### config.mk
export PLATFORM = sky130hd
export DESIGN_NAME = fetch_unit
export DESIGN_NICKNAME = d
export VERILOG_FILES = /design/src/rtl/fetch_unit.sv
export SDC_FILE = /design/constraint.sdc
export NUM_CORES = 1
export LEC_CHECK = 0
export CORE_ASPECT_RATIO = 1.5
export CORE_MARGIN = 8
export CORE_UTILIZATION = 45
export DETAILED_ROUTE_END_ITERATION = 16
export PLACE_DENSITY = 0.81
export SLEW_MARGIN = 5
export SYNTH_ARGS = -nofsm -noshare
export SYNTH_HDL_FRONTEND = slang
export SYNTH_SLANG_ARGS = --single-unit
### constraint.sdc
create_clock -name Clk -period 2.95 [get_ports Clk]
set_clock_uncertainty 0.05 [all_clocks]
set_input_delay 0.59 -clock Clk [delete_from_list [all_inputs] [get_ports Clk]]
set_output_delay 0.59 -clock Clk [all_outputs]
set_load 0.02 [all_outputs]
### src/rtl/fetch_unit.sv
// Instruction fetch sequencer: walks a program counter from a launch address,
// follows relative branches, stops on halt and counts executed instructions.
//
// state | meaning
// IDLE  | waiting for Start after reset; all registers hold
// RUN   | one instruction executed per cycle, ProgCtr advances
// DONE  | halt seen; ProgCtr/InstrCount frozen, Done high, Start relaunches
module fetch_unit #(
  parameter int PC_W    = 10,
  parameter int INSTR_W = 9,
  parameter int CNT_W   = 16
) (
  input  logic               Clk,
  input  logic               ResetN,
  input  logic               Start,
  input  logic [PC_W-1:0]    StartAddr,
  input  logic               BranchRel,
  input  logic               BranchTaken,
  input  logic [PC_W-1:0]    BranchOffset,
  input  logic               Halt,
  input  logic [INSTR_W-1:0] InstrIn,
  output logic [PC_W-1:0]    ProgCtr,
  output logic [INSTR_W-1:0] Instruction,
  output logic               InstrValid,
  output logic               Done,
  output logic [CNT_W-1:0]   InstrCount
);

  typedef enum logic [1:0] {IDLE = 2'd0, RUN = 2'd1, DONE = 2'd2} state_t;

  localparam logic [PC_W-1:0]  PC_ONE  = 1;
  localparam logic [CNT_W-1:0] CNT_ONE = 1;
  localparam logic [CNT_W-1:0] CNT_MAX = '1;

  state_t            state, state_nxt;
  logic [PC_W-1:0]   pc_q, pc_nxt;
  logic [CNT_W-1:0]  cnt_q, cnt_nxt;
  logic              done_q;

  always_ff @(posedge Clk) begin
    if (!ResetN) begin
      state  <= IDLE;
      pc_q   <= '0;
      cnt_q  <= '0;
      done_q <= 1'b0;
    end else begin
      state  <= state_nxt;
      pc_q   <= pc_nxt;
      cnt_q  <= cnt_nxt;
      done_q <= (state_nxt == DONE);
    end
  end

  always_comb begin
    state_nxt = state;
    pc_nxt    = pc_q;
    cnt_nxt   = cnt_q;
    case (state)
      IDLE, DONE: begin
        if (Start) begin
          state_nxt = RUN;
          pc_nxt    = StartAddr;
          cnt_nxt   = '0;
        end
      end
      RUN: begin
        // the halt instruction itself is counted; counter saturates, never wraps
        cnt_nxt = (cnt_q == CNT_MAX) ? cnt_q : cnt_q + CNT_ONE;
        if (Halt) begin
          state_nxt = DONE;
        end else if (BranchRel && BranchTaken) begin
          pc_nxt = pc_q + BranchOffset;
        end else begin
          pc_nxt = pc_q + PC_ONE;
        end
      end
      default: begin
        state_nxt = IDLE;
      end
    endcase
  end

  always_comb begin
    InstrValid  = (state == RUN);
    Instruction = InstrValid ? InstrIn : '0;
  end

  assign ProgCtr    = pc_q;
  assign InstrCount = cnt_q;
  assign Done       = done_q;

endmodule

==> results of run 1 <==
worst min path at each step:
stage | cells after the start | slack, ns | end | start
3_3_place_gp | 2 | 0.47 | InstrCount[10] | InstrCount[10]
2_1_floorplan | 2 | 0.47 | ProgCtr[8] | state[1]
5_1_grt | 2 | 0.52 | InstrCount[1] | InstrCount[1]
3_5_place_dp | 2 | 0.48 | InstrCount[1] | InstrCount[1]
6_report | 2 | 0.49 | InstrCount[1] | InstrCount[1]
4_1_cts | 2 | 0.49 | InstrCount[1] | InstrCount[1]
placed cells by master (no fill, tap or decap), types with 2 or more instances in the layout:
cell | synthesis | layout
a211oi_1 | 13 | 13
a21o_1 | 2 | 2
a21oi_1 | 12 | 12
a311oi_1 | 2 | 2
a32oi_1 | 2 | 2
and2_1 | 12 | 12
and3_1 | 8 | 8
buf_4 | 0 | 9
clkbuf_8 | 0 | 6
clkdlybuf4s50_1 | 0 | 71
dfxtp_1 | 29 | 29
ha_1 | 10 | 10
inv_1 | 7 | 7
nand2_1 | 19 | 19
nand2b_1 | 3 | 3
nand3_1 | 8 | 8
nand3b_1 | 2 | 2
nor2_1 | 31 | 31
nor2b_1 | 2 | 2
nor3_1 | 6 | 6
nor4_2 | 3 | 3
o21ai_0 | 13 | 13
o21ai_2 | 2 | 2
or3_1 | 3 | 3
xnor2_1 | 13 | 13
xor2_1 | 3 | 3
logic make-up (layout without fill, tap and decap cells):
| kind of cell | count (synthesis) | in the layout | share of synthesized area (%) |
|---|---|---|---|
| simple gates | 108 | 108 | 30.1 |
| compound gates | 61 | 61 | 22.8 |
| flops | 29 | 29 | 29.2 |
| xor+xnor | 16 | 16 | 7.05 |
| buf+inv | 15 | 96 | 3.02 |
| fa+ha+maj | 11 | 11 | 7.30 |
| mux | 1 | 1 | 0.566 |
registers in the layout, indices dropped and copies added, names as in the netlist:
| name | cells |
|---|---|
| InstrCount | 16 |
| ProgCtr | 10 |
| state | 2 |
| Done | 1 |
metrics by stage:
step / area (sq um) / hold slack, ns / instances / utilization (%)
after floorplan: 1990 / 0.472 / 241 / -
after global placement: 2790 / 0.473 / 360 / 65.8
after detailed placement: 2790 / 0.482 / 360 / 65.8
after CTS: 2910 / 0.490 / 368 / 68.6
after global routing: 2910 / 0.520 / 368 / 68.6
final: 2910 / 0.487 / 368 / 68.6
critical path: cells and delay by family:
kind / cells / cell delay (ns)
fa+ha+maj: 2 / 0.65
buf+inv: 1 / 0.52
compound gates: 3 / 0.63
simple gates: 3 / 0.54
power by group:
| group | switching, mW | internal, mW | total, mW |
|---|---|---|---|
| combinational | 0.145 | 0.142 | 0.288 |
| sequential | 0.0180 | 0.408 | 0.426 |
| clock | 0.158 | 0.275 | 0.433 |
| total | 0.322 | 0.826 | 1.15 |
layout make-up:
| type | count | share of cell area, % |
|---|---|---|
| clock buffers | 7 | 2.97 |
| well taps | 46 | 1.98 |
| repair buffers | 80 | 26.7 |
| clock inverters | 1 | 1.03 |
| inverters | 8 | 1.03 |
| multi-input cells | 197 | 46.3 |
| flip-flops and latches | 29 | 19.9 |
metal layers:
metal,routed length (microns),up-vias
li1,-,1038
met1,2240,958
met2,3120,91
met3,624,11
met4,108,0
met5,0,-
==> metrics, run 1 <==
reg2reg setup slack between 0.7 and 0.8 ns; sequential area share after synthesis just under 30%; num rows 29; RR Endpoint ProgCtr[6]; via/cell ratio about 5.7; post-synth top area share just under 30%; most common cell in the netlist nor2_1; # Post-CTS Setup Buffers 0; WL final 6100 microns; global route hottest layer met2; worst r2r src ProgCtr[0]; CTS tree done; met3 usage slightly above 7%; Lkg Pwr 1.09 nW; Multi-input gate area between 1000 and 1500 sq um; DR iter-0 viols ~120; Max Slew Vio Count 0; proportion of layout cells with a drive suffix above 1 9.94%; Netlist Area Pre-Place around 2000 sq um; first-pass GRT wire length roughly 11000 microns; PD cells 394 nW/um^2; Register Area around 580 sq um; outcome finished, final reports clean; Crit Path Class input port to register; Worst IR Drop VDD approximately 0.35 mV; Synth Register Bits 29; reg2reg path depth 7; Nets 367; clk buf depth 2; CTS buffer count 5; CTS H-Tree Depth 2; Final Power approximately 1.1 mW; # clock sinks 29; mean post-synth cell area 8.25 sq um; setup slack after layout approximately 0.19 ns; CTS Hold Bufs 0; WL per Instance about 17 microns; Max Cap Viol 0; TritonRoute pass-1 iters 4; post-synthesis cell count 241; Total Die Area between 6000 and 7000 sq um; M2 GR Usage around a third; Die W roughly 70 microns; vias in the first global route around 2200; Final HPWL DP 4850 microns; type of the most critical hold path register to register; unrepaired setup endpoints after global routing false; CTS resizes 0; Worst Path Arrival a little under 3 ns; largest net degree at the start of global routing 16; Remaining Overflow, GRT 0; Ant. Diodes 0; overall routing resource usage between 10% and 20%; CP Cell Sequence clkdlybuf4s50_1, nand3b_1, ha_1, fa_1, a211oi_1, nor2_1, or3_1, a41o_1, a21oi_1; IO buf count 71; Clock transition at path regs ~0.060 ns; f_max approximately 0.36 GHz; Synth cell types 54; clock insertion delay at the later pin of the skew report roughly 0.29 ns; setup TNS 0 ns; WP data required around 3.1 ns; crit-path max FO 3; slowest stage cell, crit path clkdlybuf4s50_1; M1 GR Usage roughly a fifth; Root Buffer clkbuf_8; Setup crit end kind register; total number of vias between 2000 and 2500; slowest stage delay, CP between 0.5 and 0.6 ns; worst setup path start BranchRel; yosys warns 0; Die Height about 100 microns; Final Cycle Share 93.7%; ys async rst share 0%; final-report setup violation count 0; core area around 4200 sq um; Yosys top cell by area dfxtp_1; Synth area leaders dfxtp_1, ha_1, nor2_1; Final Hold Vio Count 0; initial antenna violation count 0; crit start category input port; Initial Util 46.8%; max_slew headroom approximately 57%; # IOs just over 70; Layout fillers 357; Setup crit end ProgCtr[6]; antenna-violating nets left 0; Final min period 2.76 ns; Area Overhead vs Synth 46.4%; EDFF count, synth 0; GPL Wtd Cong slightly above 0.9; Post-route DRC 0; slew at the pin closest to its max-slew limit 0.637 ns; Synth Flop Type dfxtp_1; syn_nets ~290; Post-synth top cells nor2_1, dfxtp_1, nand2_1; pre-CTS setup slack -0.0880 ns
Power figures use the tool's default switching activity.
==> inputs of run 2 (changes only) <==
--- a/config.mk
+++ b/config.mk
@@ -7,9 +7,9 @@
 export LEC_CHECK = 0
 export CORE_ASPECT_RATIO = 1.5
 export CORE_MARGIN = 8
-export CORE_UTILIZATION = 45
+export CORE_UTILIZATION = 48
 export DETAILED_ROUTE_END_ITERATION = 16
-export PLACE_DENSITY = 0.81
+export PLACE_DENSITY = 0.85
 export SLEW_MARGIN = 5
 export SYNTH_ARGS = -nofsm -noshare
 export SYNTH_HDL_FRONTEND = slang
==> constraint.sdc (replaced) <==
create_clock -name Clk -period 3.2 [get_ports Clk]
set_clock_uncertainty 0.05 [all_clocks]
set_input_delay 0.64 -clock Clk [delete_from_list [all_inputs] [get_ports Clk]]
set_output_delay 0.64 -clock Clk [all_outputs]
set_load 0.02 [all_outputs]
==> run 2 against run 1 <==
Against the previous run:
- final cell count shrank 1.1%
- flip-flop and latch count unchanged
- final area fell by 0.82%
- worst hold slack improved by 0.0015 ns
- largest cell class unchanged
==> metrics, run 2 (synthesized netlist as in run 1, its figures left out) <==
outcome finished, final reports clean; largest net degree at the start of global routing 22; f_max about 0.36 GHz; # IOs 72; Internal approximately 0.76 mW; Ant. Diodes 0; worst r2r src ProgCtr[0]; Worst Path Arrival ~3 ns; Die W 68.6 microns; CTS Hold Bufs 0; Buf+Inv Stages, Crit Path 2; WL final between 6000 and 7000 microns; Final min period between 2 and 3 ns; Sw Share between 20% and 30%; Final HPWL DP approximately 4800 microns; Psw a little under 0.3 mW; Final Util between 70% and 80%; clock insertion delay at the later pin of the skew report 0.29 ns; proportion of layout cells with a drive suffix above 1 a little under a tenth; crit-path leading delay family simple AND/OR/NAND/NOR gates; Stages on worst setup path 9; PD cells around 370 nW/um^2; Clock transition at path regs ~0.07 ns; slowest stage cell, crit path fa_1; Remaining Overflow, GRT 0; CTS buffer count 5; antenna-violating nets left 0; num rows 28; commonest non-fill, non-tap cells in the layout clkdlybuf4s50_1, nor2_1, dfxtp_1, nand2_1; max reg flops 16; DR iter-0 viols between 90 and 100; sequential share of power a little under two fifths; Crit Path Class input port to register; TritonRoute pass-1 iters 4; reg2reg setup slack about 0.97 ns; slowest stage delay, CP between 0.4 and 0.5 ns; commonest non-fill, non-tap cell in the layout clkdlybuf4s50_1; core area slightly below 4000 sq um; RR Endpoint ProgCtr[6]; Final Power 1.05 mW; Nets ~360; via/cell ratio approximately 5.8; # clock sinks 29; total number of vias around 2100; vias in the first global route about 2100; Lkg Pwr about 1.1 nW; initial antenna violation count 0; max_slew headroom approximately two fifths; Setup crit end ProgCtr[6]; Max Cap Viol 0; unrepaired setup endpoints after global routing false; Max Slew Vio Count 0; final-report setup violation count 0; Final Cycle Share 87.8%; Setup crit end kind register; Final Hold Vio Count 0; WL per Instance around 17 microns; Post-route DRC 0; # Post-CTS Setup Buffers 0; worst setup path start BranchRel; Total Die Area 6500 sq um; Root Buffer clkbuf_8; IO buf count between 70 and 80; Final Non-Filler Cells about 360; CP Cell Sequence clkdlybuf4s50_1, buf_4, and3_1, fa_1, a211oi_1, nor2_1, or3_1, a41o_1, a21oi_1; WP data required between 3 and 4 ns; CTS tree done; cell total after placement about 360; hold slack between 0.4 and 0.5 ns; overall routing resource usage 19.3%; Worst IR Drop VDD ~0.35 mV; CTS H-Tree Depth 2; crit start category input port; Layout fillers 321; CTS resizes 0; setup TNS 0 ns; reg2reg path depth 7; slew at the pin closest to its max-slew limit between 0.9 and 1 ns; type of the most critical hold path register to register; Area Overhead vs Synth 45.2%; Die Height between 90 and 100 microns; Initial Util between 50% and 60%; Clock power frac around 38%; first-pass GRT wire length around 10000 microns; clk buf depth 2; GPL Wtd Cong between 0.9 and 1; crit-path max FO 9; Gate power share roughly a quarter
## run 2: metal layers
metal | part of all wire, % | global-route usage [%] | vias up
met5 | 0 | 0 | -
met4 | 3.6 | 10.1 | 0
met3 | 6.2 | 4.63 | 19
met2 | 52 | 34.1 | 86
met1 | 38 | 20.0 | 973
li1 | - | - | 1035
## run 2: layout make-up
| type | count | area, sq um | share of cell area [%] |
|---|---|---|---|
| clock buffers | 7 | 86.3 | 2.99 |
| clock inverters | 1 | 30.0 | 1.04 |
| inverters | 8 | 30.0 | 1.04 |
| multi-input cells | 197 | 1350 | 46.7 |
| flip-flops and latches | 29 | 581 | 20.1 |
| well taps | 45 | 56.3 | 1.95 |
| repair buffers | 77 | 756 | 26.2 |
## run 2: worst min-delay path by stage
stage / depth (start not counted) / start / slack, ns / endpoint
2_1_floorplan: 2 / state[1] / 0.47 / ProgCtr[8]
3_3_place_gp: 2 / InstrCount[6] / 0.47 / InstrCount[6]
3_5_place_dp: 2 / ProgCtr[2] / 0.48 / ProgCtr[2]
4_1_cts: 2 / ProgCtr[2] / 0.49 / ProgCtr[2]
5_1_grt: 2 / InstrCount[1] / 0.51 / InstrCount[1]
6_report: 2 / InstrCount[11] / 0.49 / InstrCount[11]
## run 2: worst register-to-register path, stage by stage (launching register included)
cell and delay [ns]:
dfxtp_1 0.33, ha_1 0.24, fa_1 0.43, a211oi_1 0.27, nor2_1 0.13, or3_1 0.36
a41o_1 0.23, a21oi_1 0.12
## run 2: per-stage QoR
| stage | worst slack [ns] | instance area (sq um) |
|---|---|---|
| after global routing | 0.278 | 2890 |
| after global placement | 0.122 | 2770 |
| after detailed placement | 0.122 | 2770 |
| final | 0.390 | 2890 |
| after CTS | 0.403 | 2890 |
| after floorplan | 0.669 | 1990 |
## run 2: power by group through the flow
stage	Sequential (mW)	Clock [mW]	Combinational, mW
2_1_floorplan	0.414	0	0.123
3_3_place_gp	0.400	0	0.257
3_5_place_dp	0.400	0	0.260
4_1_cts	0.392	0.401	0.262
5_1_grt	0.394	0.418	0.284
6_report	0.392	0.399	0.263
==> inputs of run 3 (changes only) <==
==> constraint.sdc (replaced) <==
create_clock -name Clk -period 3.2 [get_ports Clk]
set_clock_uncertainty 0.05 [all_clocks]
set_input_delay 0.64 -clock Clk [delete_from_list [all_inputs] [get_ports Clk]]
set_output_delay 0.64 -clock Clk [all_outputs]
set_load 0.05 [all_outputs]
==> run 3 against run 2 <==
Against the previous run:
- register-to-register slack got worse by 0.10 ns
- worst hold slack lost 0.0056 ns
- combinational power is 17% higher
- flip-flop and latch count is the same
- final cell count is the same
- utilization down 0.38 points
- die area did not move
- power down 1.3%
==> metrics, run 3 (synthesized netlist as in run 1, its figures left out) <==
commonest non-fill, non-tap cells in the layout clkdlybuf4s50_1, nor2_1, dfxtp_1, nand2_1; num rows 28; Initial Util 50.2%; DR iter-0 viols about 120; clk buf depth 2; unrepaired setup endpoints after global routing false; Post-route DRC 0; Lkg Pwr 1.07 nW; worst r2r src ProgCtr[0]; Gate power share between 20% and 30%; Setup crit end kind register; reg2reg path depth 7; CTS Hold Bufs 0; Max Slew Vio Count 0; Final Hold Vio Count 0; Final Cycle Share about nine tenths; core area between 3000 and 4000 sq um; total number of vias around 2000; largest net degree at the start of global routing 22; CP Cell Sequence clkdlybuf4s50_1, nand3b_1, ha_1, fa_1, a211oi_1, nor2_1, or3_1, a41o_1, a21oi_1; Clock transition at path regs roughly 0.07 ns; Final Power roughly 1.0 mW; initial antenna violation count 0; max reg flops 16; type of the most critical hold path register to register; Register Area slightly below 600 sq um; first-pass GRT wire length 9800 microns; pre-CTS setup slack between 0.05 and 0.06 ns; WL per Instance roughly 17 microns; commonest non-fill, non-tap cell in the layout clkdlybuf4s50_1; GPL Wtd Cong 0.942; CTS resizes 0; sequential share of power roughly 38%; Area Overhead vs Synth 44.4%; Die W slightly below 70 microns; via/cell ratio 5.66; final-report setup violation count 0; Worst IR Drop VDD between 0.2 and 0.25 mV; Worst Path Arrival about 3 ns; Sw Share about 33%; Root Buffer clkbuf_8; max_slew headroom about 40%; Final HPWL DP 4850 microns; Total Die Area about 6500 sq um; WP data required between 3 and 4 ns; TritonRoute pass-1 iters 4; f_max roughly 0.34 GHz; Psw roughly 0.34 mW; IO buf count 71; slew at the pin closest to its max-slew limit approximately 0.90 ns; PD cells 362 nW/um^2; crit start category input port; slowest stage cell, crit path fa_1; Remaining Overflow, GRT 0; Final min period roughly 2.9 ns; hold slack around 0.48 ns; Internal between 0.6 and 0.7 mW; hold path depth 2; CTS buffer count 5; vias in the first global route between 2000 and 2500; Crit Path Class input port to register; setup slack after layout between 0.2 and 0.3 ns; overall routing resource usage a little under a fifth; outcome finished, final reports clean; antenna-violating nets left 0; Hold Startpoint InstrCount[11]; RR Endpoint ProgCtr[6]; crit-path max FO 4; # IOs 72; hold endpoint InstrCount[11]; Multi-input gate area ~1300 sq um; Clock power frac 32.7%; Ant. Diodes 0; CTS tree done; Nets approximately 360; # clock sinks 29; slowest stage delay, CP approximately 0.43 ns; clock insertion delay at the later pin of the skew report between 0.2 and 0.3 ns; proportion of layout cells with a drive suffix above 1 under 10%; # Post-CTS Setup Buffers 0; reg2reg setup slack 0.87 ns; Layout fillers around 320; WL final 6150 microns; Die Height 94.8 microns; CTS H-Tree Depth 2; Max Cap Viol 0; setup TNS 0 ns; Final Util between 70 and 80%; worst setup path start BranchOffset[0]
## run 3: cell types whose count changed in the layout (fill, tap and decap cells not counted), sizes merged
cell    before  now
clkinv       0    1
bufinv       1    0
## run 3: stage by stage
step           cell area [sq um]  instances
2_1_floorplan               1990        241
3_3_place_gp                2770        356
3_5_place_dp                2770        356
4_1_cts                     2870        364
5_1_grt                     2870        364
6_report                    2870        364
## run 3: power by group through the flow
stage                     Sequential (mW)  Clock [mW]  Combinational, mW
after floorplan                     0.445           0              0.138
final                               0.392       0.340              0.309
after detailed placement            0.400           0              0.307
after global routing                0.394       0.356              0.329
after global placement              0.400           0              0.303
after CTS                           0.392       0.339              0.309
## run 3: area by class of cell
| cell class | count | area share [%] |
|---|---|---|
| Sequential cell | 29 | 20.2 |
| Clock buffer | 7 | 3.36 |
| Tap cell | 45 | 1.96 |
| Multi-Input combinational cell | 197 | 46.9 |
| Clock inverter | 1 | 0.174 |
| Timing Repair Buffer | 77 | 26.3 |
| Inverter | 8 | 1.05 |
## run 3: worst max path at each step
stage	end	slack (ns)
final	ProgCtr[6]	0.27
after global routing	ProgCtr[6]	0.20
after CTS	ProgCtr[6]	0.32
after detailed placement	ProgCtr[6]	0.05
after global placement	ProgCtr[6]	0.12
after floorplan	Instruction[0]	0.61
## run 3: layer usage
metal  global-route usage [%]  vias to the layer above  wire length, microns
met2                     35.3                       74                  3290
met1                     19.6                      939                  2310
li1                         -                     1031                     -
met5                        0                        -                     0
met4                     6.35                        0                   147
met3                     5.34                       15                   410
## run 3: critical path, delay by kind of cell
family | cells | cell delay (ns)
adders and majority gates | 2 | 0.66
AOI/OAI and AO/OA | 3 | 0.69
buffers and inverters | 1 | 0.41
and+or+nand+nor | 3 | 0.67
